**src/rtl/output_accum_sequencer_pkg.sv**
```systemverilog
// Shared definitions for the output-bank read-modify-write sequencers.
package output_seq_pkg;

  typedef enum logic [2:0] {
    IDLE      = 3'd0,
    ACCEPT    = 3'd1,
    READ      = 3'd2,
    WAIT_DATA = 3'd3,
    LATCH     = 3'd4,
    WRITE     = 3'd5,
    ADVANCE   = 3'd6,
    DONE      = 3'd7
  } seq_state_t;

  // Value of cfg_overwrite selecting each pass type.
  localparam logic MODE_ACC = 1'b0;
  localparam logic MODE_OVR = 1'b1;

endpackage

```
**src/rtl/output_accum_sequencer_if.sv**
```systemverilog
// Control, handshake and BRAM-side signals of the output accumulation sequencer.
interface output_accum_sequencer_if #(
  parameter int NUM_BANKS = 16,
  parameter int ADDR_W    = 10
);
  logic                 i_start;
  logic [ADDR_W-1:0]    i_cfg_base;
  logic [ADDR_W-1:0]    i_cfg_len;
  logic                 i_cfg_overwrite;
  logic [NUM_BANKS-1:0] i_cfg_lane_mask;
  logic                 i_in_valid;
  logic                 o_in_ready;
  logic                 o_en_reg_new;
  logic [NUM_BANKS-1:0] o_rd_en;
  logic [NUM_BANKS-1:0] o_wr_en;
  logic [ADDR_W-1:0]    o_bank_addr;
  logic                 o_en_reg_adder;
  logic                 o_sel_acc;
  logic                 o_busy;
  logic                 o_done;

  // master: the controller/systolic side; slave: the sequencer itself
  modport master (
    output i_start, i_cfg_base, i_cfg_len, i_cfg_overwrite, i_cfg_lane_mask, i_in_valid,
    input  o_in_ready, o_en_reg_new, o_rd_en, o_wr_en, o_bank_addr,
    input  o_en_reg_adder, o_sel_acc, o_busy, o_done
  );

  modport slave (
    input  i_start, i_cfg_base, i_cfg_len, i_cfg_overwrite, i_cfg_lane_mask, i_in_valid,
    output o_in_ready, o_en_reg_new, o_rd_en, o_wr_en, o_bank_addr,
    output o_en_reg_adder, o_sel_acc, o_busy, o_done
  );
endinterface

```
**src/rtl/output_accum_sequencer_addr_counter.sv**
```systemverilog
// Loadable base/length address counter with modulo-2^ADDR_W wrap and a last-word flag.
module output_addr_counter #(
  parameter int ADDR_W = 10
) (
  input  logic              clk,
  input  logic              rst,
  input  logic              i_load,
  input  logic [ADDR_W-1:0] i_base,
  input  logic [ADDR_W-1:0] i_len,
  input  logic              i_step,
  output logic [ADDR_W-1:0] o_addr,
  output logic              o_last
);
  logic [ADDR_W-1:0] r_addr;
  logic [ADDR_W-1:0] r_count;
  logic [ADDR_W-1:0] r_len;
  logic [ADDR_W-1:0] w_count_inc;

  assign w_count_inc = r_count + 1'b1;
  // last is true while processing the final word, so a step now completes the run
  assign o_last      = (w_count_inc == r_len);
  assign o_addr      = r_addr;

  always_ff @(posedge clk or negedge rst) begin
    if (!rst) begin
      r_addr  <= '0;
      r_count <= '0;
      r_len   <= '0;
    end else if (i_load) begin
      r_addr  <= i_base;
      r_count <= '0;
      r_len   <= i_len;
    end else if (i_step) begin
      r_addr  <= r_addr + 1'b1;
      r_count <= w_count_inc;
    end
  end
endmodule

```
**src/rtl/output_accum_sequencer.sv**
```systemverilog
// Read-modify-write sequencer for the transpose-convolution output result banks:
// one partial-sum word per handshake, read old value, wait RD_LAT, write the sum back.
module output_accum_sequencer
  import output_seq_pkg::*;
#(
  parameter int NUM_BANKS = 16,
  parameter int ADDR_W    = 10,
  parameter int RD_LAT    = 2
) (
  input  logic                     clk,
  input  logic                     rst,
  output_accum_sequencer_if.slave  bus
);
  localparam int LAT_W = (RD_LAT > 2) ? $clog2(RD_LAT) : 1;
  localparam logic [LAT_W-1:0] LAT_INIT = LAT_W'((RD_LAT > 1) ? RD_LAT - 2 : 0);

  seq_state_t           r_state;
  logic                 r_mode;
  logic [NUM_BANKS-1:0] r_mask;
  logic [LAT_W-1:0]     r_lat_cnt;
  logic                 r_in_ready;
  logic [NUM_BANKS-1:0] r_rd_en;
  logic [NUM_BANKS-1:0] r_wr_en;
  logic                 r_en_reg_adder;
  logic                 r_sel_acc;
  logic                 r_busy;
  logic                 r_done;

  logic                 w_load;
  logic                 w_step;
  logic                 w_last;
  logic [ADDR_W-1:0]    w_addr;

  assign w_load = (r_state == IDLE) && bus.i_start;
  assign w_step = (r_state == ADVANCE);

  output_addr_counter #(
    .ADDR_W (ADDR_W)
  ) u_addr (
    .clk    (clk),
    .rst    (rst),
    .i_load (w_load),
    .i_base (bus.i_cfg_base),
    .i_len  (bus.i_cfg_len),
    .i_step (w_step),
    .o_addr (w_addr),
    .o_last (w_last)
  );

  // Outputs are registered: each branch sets the values belonging to the state being entered.
  always_ff @(posedge clk or negedge rst) begin
    if (!rst) begin
      r_state        <= IDLE;
      r_mode         <= MODE_ACC;
      r_mask         <= '0;
      r_lat_cnt      <= '0;
      r_in_ready     <= 1'b0;
      r_rd_en        <= '0;
      r_wr_en        <= '0;
      r_en_reg_adder <= 1'b0;
      r_sel_acc      <= 1'b0;
      r_busy         <= 1'b0;
      r_done         <= 1'b0;
    end else begin
      r_in_ready     <= 1'b0;
      r_rd_en        <= '0;
      r_wr_en        <= '0;
      r_en_reg_adder <= 1'b0;
      r_done         <= 1'b0;
      case (r_state)
        IDLE: begin
          if (bus.i_start) begin
            r_mode <= bus.i_cfg_overwrite;
            r_mask <= bus.i_cfg_lane_mask;
            r_busy <= 1'b1;
            if (bus.i_cfg_len == '0) begin
              r_state <= DONE;
              r_done  <= 1'b1;
            end else begin
              r_state    <= ACCEPT;
              r_in_ready <= 1'b1;
            end
          end
        end
        ACCEPT: begin
          if (bus.i_in_valid) begin
            if (r_mode == MODE_OVR) begin
              r_state   <= WRITE;
              r_wr_en   <= r_mask;
              r_sel_acc <= 1'b0;
            end else begin
              r_state   <= READ;
              r_rd_en   <= r_mask;
              r_sel_acc <= 1'b1;
            end
          end else begin
            r_in_ready <= 1'b1;
          end
        end
        READ: begin
          if (RD_LAT == 1) begin
            r_state        <= LATCH;
            r_en_reg_adder <= 1'b1;
          end else begin
            r_state   <= WAIT_DATA;
            r_rd_en   <= r_mask;
            r_lat_cnt <= LAT_INIT;
          end
        end
        WAIT_DATA: begin
          if (r_lat_cnt == '0) begin
            r_state        <= LATCH;
            r_en_reg_adder <= 1'b1;
          end else begin
            r_lat_cnt <= r_lat_cnt - 1'b1;
            r_rd_en   <= r_mask;
          end
        end
        LATCH: begin
          r_state <= WRITE;
          r_wr_en <= r_mask;
        end
        WRITE: begin
          r_state   <= ADVANCE;
          r_sel_acc <= 1'b0;
        end
        ADVANCE: begin
          if (w_last) begin
            r_state <= DONE;
            r_done  <= 1'b1;
          end else begin
            r_state    <= ACCEPT;
            r_in_ready <= 1'b1;
          end
        end
        DONE: begin
          r_state <= IDLE;
          r_busy  <= 1'b0;
        end
        default: begin
          r_state <= IDLE;
          r_busy  <= 1'b0;
        end
      endcase
    end
  end

  assign bus.o_in_ready     = r_in_ready;
  assign bus.o_en_reg_new   = bus.i_in_valid & r_in_ready;
  assign bus.o_rd_en        = r_rd_en;
  assign bus.o_wr_en        = r_wr_en;
  assign bus.o_bank_addr    = w_addr;
  assign bus.o_en_reg_adder = r_en_reg_adder;
  assign bus.o_sel_acc      = r_sel_acc;
  assign bus.o_busy         = r_busy;
  assign bus.o_done         = r_done;
endmodule

```
**src/flat_wrapper.sv**
```systemverilog
// flat-port wrapper written by rule: the top's interface ports become plain ports
module output_accum_sequencer_flat import output_seq_pkg::*;
#(
  parameter int NUM_BANKS = 16,
  parameter int ADDR_W    = 10,
  parameter int RD_LAT    = 2
)
  (clk, rst, bus_i_start, bus_i_cfg_base, bus_i_cfg_len, bus_i_cfg_overwrite, bus_i_cfg_lane_mask, bus_i_in_valid, bus_o_in_ready, bus_o_en_reg_new, bus_o_rd_en, bus_o_wr_en, bus_o_bank_addr, bus_o_en_reg_adder, bus_o_sel_acc, bus_o_busy, bus_o_done);
  output_accum_sequencer_if #(.NUM_BANKS(NUM_BANKS), .ADDR_W(ADDR_W)) bus_i ();
  input  logic clk;
  input  logic rst;
  input wire logic [$bits(bus_i.i_start)-1:0] bus_i_start;
  input wire logic [$bits(bus_i.i_cfg_base)-1:0] bus_i_cfg_base;
  input wire logic [$bits(bus_i.i_cfg_len)-1:0] bus_i_cfg_len;
  input wire logic [$bits(bus_i.i_cfg_overwrite)-1:0] bus_i_cfg_overwrite;
  input wire logic [$bits(bus_i.i_cfg_lane_mask)-1:0] bus_i_cfg_lane_mask;
  input wire logic [$bits(bus_i.i_in_valid)-1:0] bus_i_in_valid;
  output wire logic [$bits(bus_i.o_in_ready)-1:0] bus_o_in_ready;
  output wire logic [$bits(bus_i.o_en_reg_new)-1:0] bus_o_en_reg_new;
  output wire logic [$bits(bus_i.o_rd_en)-1:0] bus_o_rd_en;
  output wire logic [$bits(bus_i.o_wr_en)-1:0] bus_o_wr_en;
  output wire logic [$bits(bus_i.o_bank_addr)-1:0] bus_o_bank_addr;
  output wire logic [$bits(bus_i.o_en_reg_adder)-1:0] bus_o_en_reg_adder;
  output wire logic [$bits(bus_i.o_sel_acc)-1:0] bus_o_sel_acc;
  output wire logic [$bits(bus_i.o_busy)-1:0] bus_o_busy;
  output wire logic [$bits(bus_i.o_done)-1:0] bus_o_done;
  assign bus_i.i_start = bus_i_start;
  assign bus_i.i_cfg_base = bus_i_cfg_base;
  assign bus_i.i_cfg_len = bus_i_cfg_len;
  assign bus_i.i_cfg_overwrite = bus_i_cfg_overwrite;
  assign bus_i.i_cfg_lane_mask = bus_i_cfg_lane_mask;
  assign bus_i.i_in_valid = bus_i_in_valid;
  assign bus_o_in_ready = bus_i.o_in_ready;
  assign bus_o_en_reg_new = bus_i.o_en_reg_new;
  assign bus_o_rd_en = bus_i.o_rd_en;
  assign bus_o_wr_en = bus_i.o_wr_en;
  assign bus_o_bank_addr = bus_i.o_bank_addr;
  assign bus_o_en_reg_adder = bus_i.o_en_reg_adder;
  assign bus_o_sel_acc = bus_i.o_sel_acc;
  assign bus_o_busy = bus_i.o_busy;
  assign bus_o_done = bus_i.o_done;
  output_accum_sequencer #(.NUM_BANKS(NUM_BANKS), .ADDR_W(ADDR_W), .RD_LAT(RD_LAT)) u_core (.clk(clk), .rst(rst), .bus(bus_i));
endmodule
```
**config.mk**
```make
export PLATFORM = sky130hd
export DESIGN_NAME = output_accum_sequencer_flat
export DESIGN_NICKNAME = d
export VERILOG_FILES = /design/src/rtl/output_accum_sequencer_pkg.sv /design/src/rtl/output_accum_sequencer_if.sv /design/src/rtl/output_accum_sequencer_addr_counter.sv /design/src/rtl/output_accum_sequencer.sv /design/src/flat_wrapper.sv
export SDC_FILE = /design/constraint.sdc
export NUM_CORES = 1
export LEC_CHECK = 0
export ABC_CLOCK_PERIOD_IN_PS = 2700
export CORE_MARGIN = 2
export CORE_UTILIZATION = 50
export CTS_CLUSTER_SIZE = 16
export DETAILED_ROUTE_END_ITERATION = 7
export PLACE_DENSITY = 0.89
export SLEW_MARGIN = 20
export SYNTH_ARGS = -nofsm -noshare
export SYNTH_HDL_FRONTEND = slang
export SYNTH_SLANG_ARGS = --single-unit
```
**constraint.sdc**
```tcl
create_clock -name clk -period 2.7 [get_ports clk]
set_clock_uncertainty 0.15 [all_clocks]
set_input_delay 0.27 -clock clk [delete_from_list [all_inputs] [get_ports clk]]
set_output_delay 0.27 -clock clk [all_outputs]
set_load 0.03 [all_outputs]
```
==> impl_metrics.env <==
export IMPL_drt_pass1_iter_count=4
export IMPL_hold_viol=0
export IMPL_synthFlopType="dfrtp_1"
export IMPL_criticalPathCategory="flip-flop to flip-flop"
export IMPL_area_growth_pct=28.5
export IMPL_leakagePower_uw=0.00212
export IMPL_dp_hpwl_mm=5.65
export IMPL_track_usage_pct=19.6
export IMPL_rsz0062_at_grt="no"
export IMPL_status="complete, no violations"
export IMPL_hp_class="primary input to flip-flop"
export IMPL_synth_async_reset_ratio_pct=100
export IMPL_rrSetupSlack_ns=0.23
export IMPL_total_power_uw=5150
export IMPL_fmax_mhz=405
export IMPL_cts_resized=0
export IMPL_met2_length_mm=3.84
export IMPL_dieArea_sq_um=8530
export IMPL_setup_tns_final_ns=0
export IMPL_coreArea_sq_um=7650
export IMPL_min_period_over_period_pct=91.5
export IMPL_die_x_um=92.4
export IMPL_drc=0
export IMPL_post_cts_buffers=0
export IMPL_placementRows=32
export IMPL_synth_enable_flop_cells=0
export IMPL_drt_met1_wl_mm=3.44
export IMPL_vias=2839
export IMPL_worstSkewPairLatency_ns=0.35
export IMPL_avgSynthCellArea_sq_um=11.5
export IMPL_cp_arrival_ns=2.56
export IMPL_synth_top_area_cell="dfrtp_1"
export IMPL_multiInputGateArea_sq_um=1600
export IMPL_period_needed_ns=2.47
export IMPL_crit_fanout=13
export IMPL_ir_drop_mv=0.611
export IMPL_drive_gt1_share_pct=13.7
export IMPL_die_h_um=92.4
export IMPL_overflow=0
export IMPL_cts_buffers=9
export IMPL_cts_buffer_depth=2
export IMPL_fin_nets=469
export IMPL_synth_area_leaders="dfrtp_1 56%, mux2_2 7.8%, and2_1 5.4%, o21ai_0 3.3%, xor2_1 2.7%"
export IMPL_slew_headroom_pct=50.7
export IMPL_cts_sinks=87
export IMPL_viasPerCell=5.33
export IMPL_ys_ff_latch=87
export IMPL_antenna_found_initial=0
export IMPL_finalSetupViolations=0
export IMPL_grt_max_degree=88
export IMPL_ff_latch_area_sq_um=2180
export IMPL_cts_root_buf="clkbuf_8"
export IMPL_n_antenna_cell=0
export IMPL_synth_top_area_share_pct=55.8
export IMPL_wl_met3_um=520
export IMPL_maxCapViolCount=0
export IMPL_start_util_pct=51.0
export IMPL_fill_cells=606
export IMPL_cts_hold_buffers=1
export IMPL_cts_max_level=3
export IMPL_antenna_left=0
export IMPL_wire_per_inst_um=14.9
export IMPL_io_buffer_count=88
export IMPL_synth_cell_type_count=54
export IMPL_first_iter_violations=182
export IMPL_synth_seq_area_share_pct=55.8
export IMPL_io_pins=89
export IMPL_clk_pin_slew_worst_paths_ns=0.08
export IMPL_wl_mm=7.94
export IMPL_synth_warnings=0
export IMPL_final_max_slew_violation_count=0
export IMPL_setup_worst_path_end_class="flip-flop"
export IMPL_grt_pass1_wl_mm=13.0
export IMPL_synth_most_common_cell="dfrtp_1"
export IMPL_cp_start_kind="flip-flop"
export IMPL_grt_pass1_vias=2718
export IMPL_power_density_nw_per_um2=1030
export IMPL_tightestPinTransition_ns=0.740
export IMPL_cp_required_ns=2.79
export IMPL_gp_routability_congestion=0.823
export IMPL_highest_layer="met4"
export IMPL_synth_common_cells="87 x dfrtp_1, 34 x and2_1, 27 x mux2_2, 26 x nand2_1, 26 x o21ai_0"
export IMPL_syn_inst=339
export IMPL_syn_area_sq_um=3900
export IMPL_cts_tree="yes"
export IMPL_synth_net_count=382
==> flip-flops by register name, summed over array words and instances (netlist names) <==
name                       count
u_core.u_addr.o_addr          10
u_core.u_addr.r_count         10
u_core.r_mode                  1
u_core.bus.o_wr_en            16
u_core.u_addr.r_len           10
u_core.bus.o_rd_en            16
u_core.r_mask                 16
u_core.bus.o_in_ready          1
u_core.r_state                 3
u_core.bus.o_busy              1
u_core.bus.o_sel_acc           1
u_core.bus.o_done              1
u_core.bus.o_en_reg_adder      1
==> power by group <==
part | switching, uW | internal [uW] | leakage, uW | total (uW)
Combinational | 1150 | 1060 | 0.000922 | 2200
Sequential | 365 | 1780 | 0.00112 | 2140
Clock | 463 | 339 | 0.0000793 | 801
==> cell type report <==
cell class              count  area share, %
clock buffers              10           2.54
clock inverters             6          0.898
inverters                   3          0.224
multi-input cells         231           31.9
flip-flops and latches     87           43.4
well taps                 102           2.54
repair buffers             94           18.5
==> final timing paths <==
kind | startpoint | to | cells past startpoint
worst max-delay path | u_core.u_addr.r_count[4] | u_core.bus.o_done | 5
max in group asynchronous | rst | u_core.r_mask[10] | 2
min in group asynchronous | rst | u_core.bus.o_wr_en[12] | 2
worst min register to register | u_core.r_mask[10] | u_core.bus.o_wr_en[10] | 1
worst min-delay path | bus_i_cfg_base[3] | u_core.u_addr.o_addr[3] | 3
worst max register to register | u_core.u_addr.r_count[4] | u_core.bus.o_done | 5
==> layer usage <==
| layer | global-route usage, % | vias to the layer above |
|---|---|---|
| li1 | - | 1363 |
| met1 | 26.4 | 1357 |
| met2 | 31.4 | 105 |
| met3 | 3.50 | 14 |
| met4 | 8.33 | 0 |
| met5 | 0 | - |
==> cells in the final DEF, fill, tap and decap left out, types with 2 or more instances in the layout <==
| cell type | synthesis | final |
|---|---|---|
| clkdlybuf4s50_1 | 0 | 87 |
| dfrtp_1 | 87 | 87 |
| and2_1 | 34 | 34 |
| mux2_2 | 27 | 27 |
| nand2_1 | 26 | 26 |
| o21ai_0 | 26 | 26 |
| nor2_1 | 19 | 19 |
| xor2_1 | 12 | 12 |
| clkbuf_8 | 3 | 9 |
| nand4_1 | 7 | 7 |
| nand2b_1 | 6 | 6 |
| nand3_1 | 6 | 6 |
| a21oi_1 | 5 | 5 |
| xnor2_1 | 5 | 5 |
| buf_4 | 3 | 5 |
| nor2b_1 | 4 | 4 |
| and3_1 | 5 | 4 |
| a31oi_1 | 4 | 4 |
| or3_1 | 3 | 3 |
| nor4_1 | 3 | 3 |
| o31ai_1 | 3 | 3 |
| clkinvlp_4 | 0 | 3 |
| inv_1 | 2 | 2 |
| nand3_2 | 2 | 2 |
| a32oi_1 | 2 | 2 |
| mux2i_1 | 2 | 2 |
| a2bb2oi_1 | 2 | 2 |
| and3_2 | 1 | 2 |
| o41ai_1 | 2 | 2 |
| ha_1 | 2 | 2 |
| inv_6 | 0 | 2 |
==> per-stage QoR <==
| step | instances | utilization [%] | worst slack, ns | hold WS, ns | instance area, sq um |
|---|---|---|---|---|---|
| 3_3_place_gp | 516 | 63.2 | 0.458 | 0.328 | 4830 |
| 6_report | 533 | 65.6 | 0.230 | 0.315 | 5020 |
| 5_1_grt | 533 | 65.6 | 0.126 | 0.322 | 5020 |
| 3_5_place_dp | 516 | 63.2 | 0.355 | 0.331 | 4830 |
| 4_1_cts | 533 | 65.6 | 0.305 | 0.312 | 5010 |
| 2_1_floorplan | 339 | - | 0.671 | -0.176 | 3900 |
==> worst max-delay path, cell delays in order (launching register included) <==
cell and delay (ns):
dfrtp_1 0.63, nand4_1 0.38, nor4b_1 0.53, a32oi_1 0.14
o31a_2 0.18, o31ai_1 0.35
==> kinds of logic after synthesis <==
logic type,count (synthesis),synth area share (%)
AO/OA/AOI/OAI,61,10.4
XOR/XNOR,18,4.39
adder cells (fa/ha/maj),2,0.641
buffers and inverters,21,3.30
flip-flops,87,55.8
multiplexers,29,8.30
AND/OR/NAND/NOR,121,17.1
No activity file was read; power rests on OpenSTA's default activity.
